**config.mk**
```make
export PLATFORM = sky130hd
export DESIGN_NAME = async_req_issuer
export DESIGN_NICKNAME = d
export VERILOG_FILES = /design/src/rtl/async_req_issuer.sv
export SDC_FILE = /design/constraint.sdc
export NUM_CORES = 1
export LEC_CHECK = 0
export ABC_AREA = 1
export CAP_MARGIN = 0
export CORE_MARGIN = 2
export CORE_UTILIZATION = 32
export CTS_CLUSTER_DIAMETER = 50
export DETAILED_ROUTE_END_ITERATION = 10
export HOLD_SLACK_MARGIN = 0.03
export PLACE_DENSITY_LB_ADDON = 0.12
export REMOVE_ABC_BUFFERS = 1
export SETUP_SLACK_MARGIN = 0.4
export SLEW_MARGIN = 20
export SYNTH_ARGS = -nofsm -noshare
export SYNTH_HDL_FRONTEND = slang
export SYNTH_SLANG_ARGS = --single-unit
```
**constraint.sdc**
```tcl
create_clock -name clk -period 6.8 [get_ports clk]
set_input_delay 1.7 -clock clk [delete_from_list [all_inputs] [get_ports clk]]
set_output_delay 1.7 -clock clk [all_outputs]
set_load 0.05 [all_outputs]
```
**src/rtl/async_req_issuer.sv**
```systemverilog
// async_req_issuer: FIFO-buffered command issuer with min-gap pacing and stall hold.
// Revision 1.0
`default_nettype none

module async_req_issuer #(
  parameter int DEPTH   = 4,
  parameter int MIN_GAP = 1
) (
  input  logic                         clk,
  input  logic                         reset,
  input  logic                         in_valid,
  input  logic [31:0]                  in_data,
  output logic                         in_ready,
  input  logic                         stall,
  output logic                         request,
  output logic [31:0]                  input_data,
  output logic [$clog2(DEPTH+1)-1:0]   fifo_count,
  output logic [15:0]                  issued_count
);

  localparam int CW = $clog2(DEPTH + 1);
  localparam int AW = $clog2(DEPTH);
  localparam int GW = (MIN_GAP > 0) ? $clog2(MIN_GAP + 1) : 1;
  localparam logic [CW-1:0] FULL_COUNT = CW'(DEPTH);
  localparam logic [GW-1:0] GAP_RELOAD = GW'(MIN_GAP);

  localparam logic [1:0] ST_IDLE  = 2'd0;
  localparam logic [1:0] ST_ISSUE = 2'd1;
  localparam logic [1:0] ST_GAP   = 2'd2;

  logic [1:0]    state;
  logic [31:0]   mem [DEPTH];
  logic [AW-1:0] wr_ptr;
  logic [AW-1:0] rd_ptr;
  logic [GW-1:0] gap_cnt;
  logic [GW-1:0] gap_next;
  logic          push;
  logic          pop;

  // Ready depends only on the registered count, so a same-cycle pop never frees a slot early.
  assign in_ready = (fifo_count < FULL_COUNT);
  assign push     = in_valid && in_ready;
  assign pop      = (fifo_count != '0) && !stall && (gap_cnt == '0);
  assign request  = (state == ST_ISSUE);

  always_comb begin
    gap_next = gap_cnt;
    if (pop) begin
      gap_next = GAP_RELOAD;
    end else if (gap_cnt != '0) begin
      gap_next = gap_cnt - 1'b1;
    end
  end

  always_ff @(posedge clk) begin
    if (push && !reset) begin
      mem[wr_ptr] <= in_data;
    end
  end

  always_ff @(posedge clk) begin
    if (reset) begin
      state        <= ST_IDLE;
      wr_ptr       <= '0;
      rd_ptr       <= '0;
      gap_cnt      <= '0;
      fifo_count   <= '0;
      input_data   <= '0;
      issued_count <= '0;
    end else begin
      if (push) begin
        wr_ptr <= wr_ptr + 1'b1;
      end
      if (pop) begin
        rd_ptr       <= rd_ptr + 1'b1;
        input_data   <= mem[rd_ptr];
        issued_count <= issued_count + 16'd1;
      end
      case ({push, pop})
        2'b10:   fifo_count <= fifo_count + 1'b1;
        2'b01:   fifo_count <= fifo_count - 1'b1;
        default: fifo_count <= fifo_count;
      endcase
      gap_cnt <= gap_next;
      if (pop) begin
        state <= ST_ISSUE;
      end else if (gap_next != '0) begin
        state <= ST_GAP;
      end else begin
        state <= ST_IDLE;
      end
    end
  end

endmodule

`default_nettype wire

```
# Word-level counts from Yosys, hierarchy flattened
# Memory sizes are Yosys's and may differ from the RTL's. A register that Yosys moved wholly into a read port is not among the register bits.
# Index checks and enable logic that the tools add are counted.
# totals
memories	1
input_bits	36
wordCells	35
output_inout_bits	53
ram_bits	128
rom_bits	0
register_bits	26
latchBits	0
# classes
n_reduce_logical	9
shift	0
mul	0
bitwise	1
add_sub_neg	6
div_mod_pow	0
order_cmp	1
muxes	7
n_eq_ne	3
# memory_table
name	words	width	rd	rd_ports_with_merged_regs	wr	line	source
mem	4	32	1	1	1	32	logic [31:0] mem [DEPTH];
# op_table
cell	n
$add 16x1->16 const B	1
$pmux 3 s2	1
$mux 1	5
$add 2x1->2 const B	2
$eq 2x1->1 const B	2
$logic_and 1x1->1	4
$add 3x1->3 const B	1
$lt 3x3->1 const B	1
$reduce_bool 3->1	1
$sub 3x1->3 const B	1
$eq 2x2->1 const B	1
$logic_not 1->1	2
$mux 2	1
$reduce_bool 2->1	1
$reduce_or 2->1	1
$not 1->1	1
$sub 1x1->1 const B	1

# Depth between registers and ports, before layout
# logic_depth
depth_word	6
depth_mapped	10
depth_no_buf	10

# Worst setup path after synthesis
# Ideal clock, no wire load.
# synth_timing
path_kind	input to register
start	input port reset
end	memory mem[0][0], enable pin
cell_stages	3
t_arrival_ns	3.303
path_buffers	0
t_required_ns	6.379
setup_slack_ns	3.076
setup_time_ns	0.421
path_cell_list	inv_2 > nand3_1 > nor2_1
# synth_via
elab_chain_cells	4
# synth_rtl
item	line	source
from (decl)	10	input logic reset,
$logic_not 1->1	56	if (push && !reset) begin
$logic_and 1x1->1	56	
$mux 1	56	
$mux 1 (implied by the code)	57	mem[wr_ptr] <= in_data;
to (decl)	32	
# Every way passes these cells.

# Worst setup path in the final report
# layout_timing
start	input port reset
end	memory mem[3][2], enable pin
# The elaborated chain is that of the path after synthesis.

==> impl_metrics.py <==
metrics = {
    "drt": {
        "route.final.wire_length_mm": 16.8,
        "drtAntennaViolNets": 0,
        "routed_via_density": 4.72,
        "wl_per_cell_um": 16.1,
        "drt-met1-wl_mm": 7.81,
        "drt-pass1-iter-count": 4,
        "wl_met2_mm": 8.26,
        "vias": 4934,
        "drt_iter0_drc": 271,
        "dr.max_layer_used": "met4",
        "route.met3.wl_um": 600,
        "drc": 0,
    },
    "pwr": {
        "p_sw_uw": 1150,
        "p_int_uw": 2170,
        "power_density_nw_per_um2": 361,
        "clkPwrFrac": 0.310,
        "combinationalPowerShare": 0.271,
        "sw_frac_of_total": 0.346,
        "irDropWorstVdd_mv": 0.230,
        "leakage_uw": 0.00336,
        "power_frac_seq": 0.419,
    },
    "cells_and_area": {
        "drive_gt1_frac": 0.124,
        "n_antenna_cell": 0,
        "nFillCells": 2173,
        "multi_input_area_um2": 2120,
        "instances_no_fill": 1046,
        "seqCellArea_um2": 4990,
        "nets": 791,
        "syn_to_final_growth_pct": 23.6,
        "fin_util": 0.405,
    },
    "worst_setup_path": {
        "worstPathArrival_ns": 3.65,
        "r2r_slack_ns": 4.65,
        "worst_setup_path_start_kind": "primary input",
        "crit_type": "primary input to register",
        "worst_setup_path_end_kind": "register",
        "reg2reg_depth": 3,
        "cp-endpoint": "mem[3][2]",
        "r2r_start": "fifo_count[2]",
        "startpoint": "reset",
        "r2r-end": "mem[3][2]",
        "crit_required_ns": 6.84,
        "crit_path_max_fanout": 32,
    },
    "floorplan": {
        "die_h_um": 157,
        "core_um2": 22700,
        "die_w_um": 157,
        "initial_core_util": 0.328,
        "rows": 55,
        "dieArea_um2": 24500,
        "ios": 89,
    },
    "timing": {
        "finalCriticalPeriod_ns": 3.61,
        "post-route-period-util": 0.531,
        "clock_skew_ns": 0.00790,
        "worstMarginPinSlew_ns": 1.04,
        "hold_viol": 0,
        "fmaxAchievable_ghz": 0.277,
        "timing.hold.ws_ns": 0.466,
        "setup_viol": 0,
        "slew_headroom": 0.305,
        "slew_violations": 0,
        "grt_setup_unrepaired": "no",
        "finalSetupTns_ns": 0,
    },
    "grt": {
        "track_usage": 0.143,
        "grt_max_degree": 67,
        "overflow": 0,
        "grt_pass1_wl_mm": 26.6,
        "antenna_found_initial": 0,
        "grt_pass1_vias": 4906,
    },
    "cts": {
        "clk_path_buf_depth": 2,
        "clock_latency_ns": 0.42,
        "cts.sinks": 185,
        "cts_tree": "done",
        "postCtsSetupBuffers": 0,
        "cts_root_buf": "clkbuf_16",
        "cts_buffers": 17,
        "hold_buffers": 0,
        "ctsResizeCount": 0,
        "cts.clk_slew.worst_paths_ns": 0.07,
        "htree_levels": 4,
    },
    "synthesis": {
        "yosysWarnings": 0,
        "synth_top_area_share": 0.516,
        "yosysUniqueCellTypes": 30,
        "synth_edf_count": 128,
        "ys.flop_type": "edfxtp_1",
        "syn_area_um2": 7440,
        "async_reset_ff_frac": 0,
        "postSynthAreaPerCell_um2": 11.1,
        "synth.area.top_cells": "edfxtp_1, dfxtp_1, nand2_1",
        "ys_ff_latch": 185,
        "seq_area_frac_synth": 0.670,
        "synthCells": 668,
        "synth_largest_area_cell": "edfxtp_1",
    },
    "placement": {
        "place.gp.congestion": 0.721,
        "dp_hpwl_mm": 9.53,
        "placed_cells": 1012,
        "io_buffers": 88,
    },
    "flow_run": {
        "drv_cap": 0,
    },
    "outcome": {
        "run_status": "finished clean",
    },
    "hold_path": {
        "hold_path_class": "register to register",
    },
}
==> cell usage in the layout, fill, tap and decap left out, types with 2 or more instances in the layout <==
master	count
o21ai_1	7
nand2_2	2
nand3_2	29
buf_4	3
nor2_8	2
edfxtp_1	128
nor3_1	5
dfxtp_2	2
nor2_4	7
buf_16	2
o21ai_0	2
nor2_1	19
nand3_1	109
inv_1	28
dfxtp_1	55
inv_2	10
nand4_1	6
clkdlybuf4s50_1	88
inv_8	2
a21oi_1	11
clkbuf_16	17
inv_6	4
clkinvlp_4	3
nand2_1	198
bufinv_16	3
ha_1	6
==> how the worst min path moves through the flow <==
stage	startpoint	to	depth (start not counted)
detailed placement	input_data[12]	input_data[12]	2
finish	input_data[12]	input_data[12]	2
global placement	input_data[21]	input_data[21]	2
global route	input_data[10]	input_data[10]	2
floorplan	wr_ptr[1]	wr_ptr[1]	2
CTS	input_data[12]	input_data[12]	2
==> metrics by stage <==
stage / power, uW / setup WS [ns] / instance area [um2]
2_1_floorplan: 2000 / 2.38 / 7220
3_3_place_gp: 2320 / 2.65 / 8510
3_5_place_dp: 2330 / 2.63 / 8540
4_1_cts: 3370 / 3.08 / 9150
5_1_grt: 3500 / 3.06 / 9200
6_report: 3320 / 3.19 / 9200
==> cell families after synthesis <==
group           count (synthesis)  share of synthesized area
simple gates                  381                      0.250
other cells                     1                   0.000504
buf+inv                        71                     0.0492
flops                         185                      0.670
compound gates                 23                     0.0178
fa+ha+maj                       7                     0.0128
==> cells in the mapped netlist (2+ instances only) <==
cell and number:
nor3_1 5, ha_1 6, nor2_8 2, buf_2 19, a21oi_1 11, nand2_1 198, nand4_1 6, nand3_1 109
nor2_1 23, edfxtp_1 128, inv_1 28, clkbuf_1 7, buf_12 4, dfxtp_1 57, nand3_2 29, nand2_2 2
inv_2 10, nor2_4 3, buf_4 3, o21ai_0 2, o21ai_1 7
==> worst max-delay path, stage by stage <==
cell and delay, ns:
clkdlybuf4s50_1 0.56, inv_2 0.12, nand3_1 0.34, nor2_4 0.92
==> power by group through the flow <==
stage	sequential, uW	clock (uW)	combinational [uW]
3_3_place_gp	1420	0	899
6_report	1390	1030	901
4_1_cts	1390	1060	917
5_1_grt	1410	1110	986
3_5_place_dp	1420	0	915
2_1_floorplan	1650	0	351
==> area by class of cell <==
cell class,count,area share
Clock buffer,17,0.0462
Clock inverter,15,0.0204
Inverter,38,0.0155
Multi-Input combinational cell,412,0.231
Sequential cell,185,0.542
Tap cell,285,0.0388
Timing Repair Buffer,94,0.106
==> registers in the layout (all words and copies together) (netlist names) <==
register and count:
fifo_count 3, input_data 32, issued_count 16, mem 128
rd_ptr 2, state 2, wr_ptr 2
==> per-layer routing <==
layer	up-vias	GRT usage
met2	90	0.241
li1	2428	-
met3	13	0.0294
met1	2403	0.187
met5	-	0
met4	0	0.0406
Note: power is estimated with default switching activity, not from simulation.
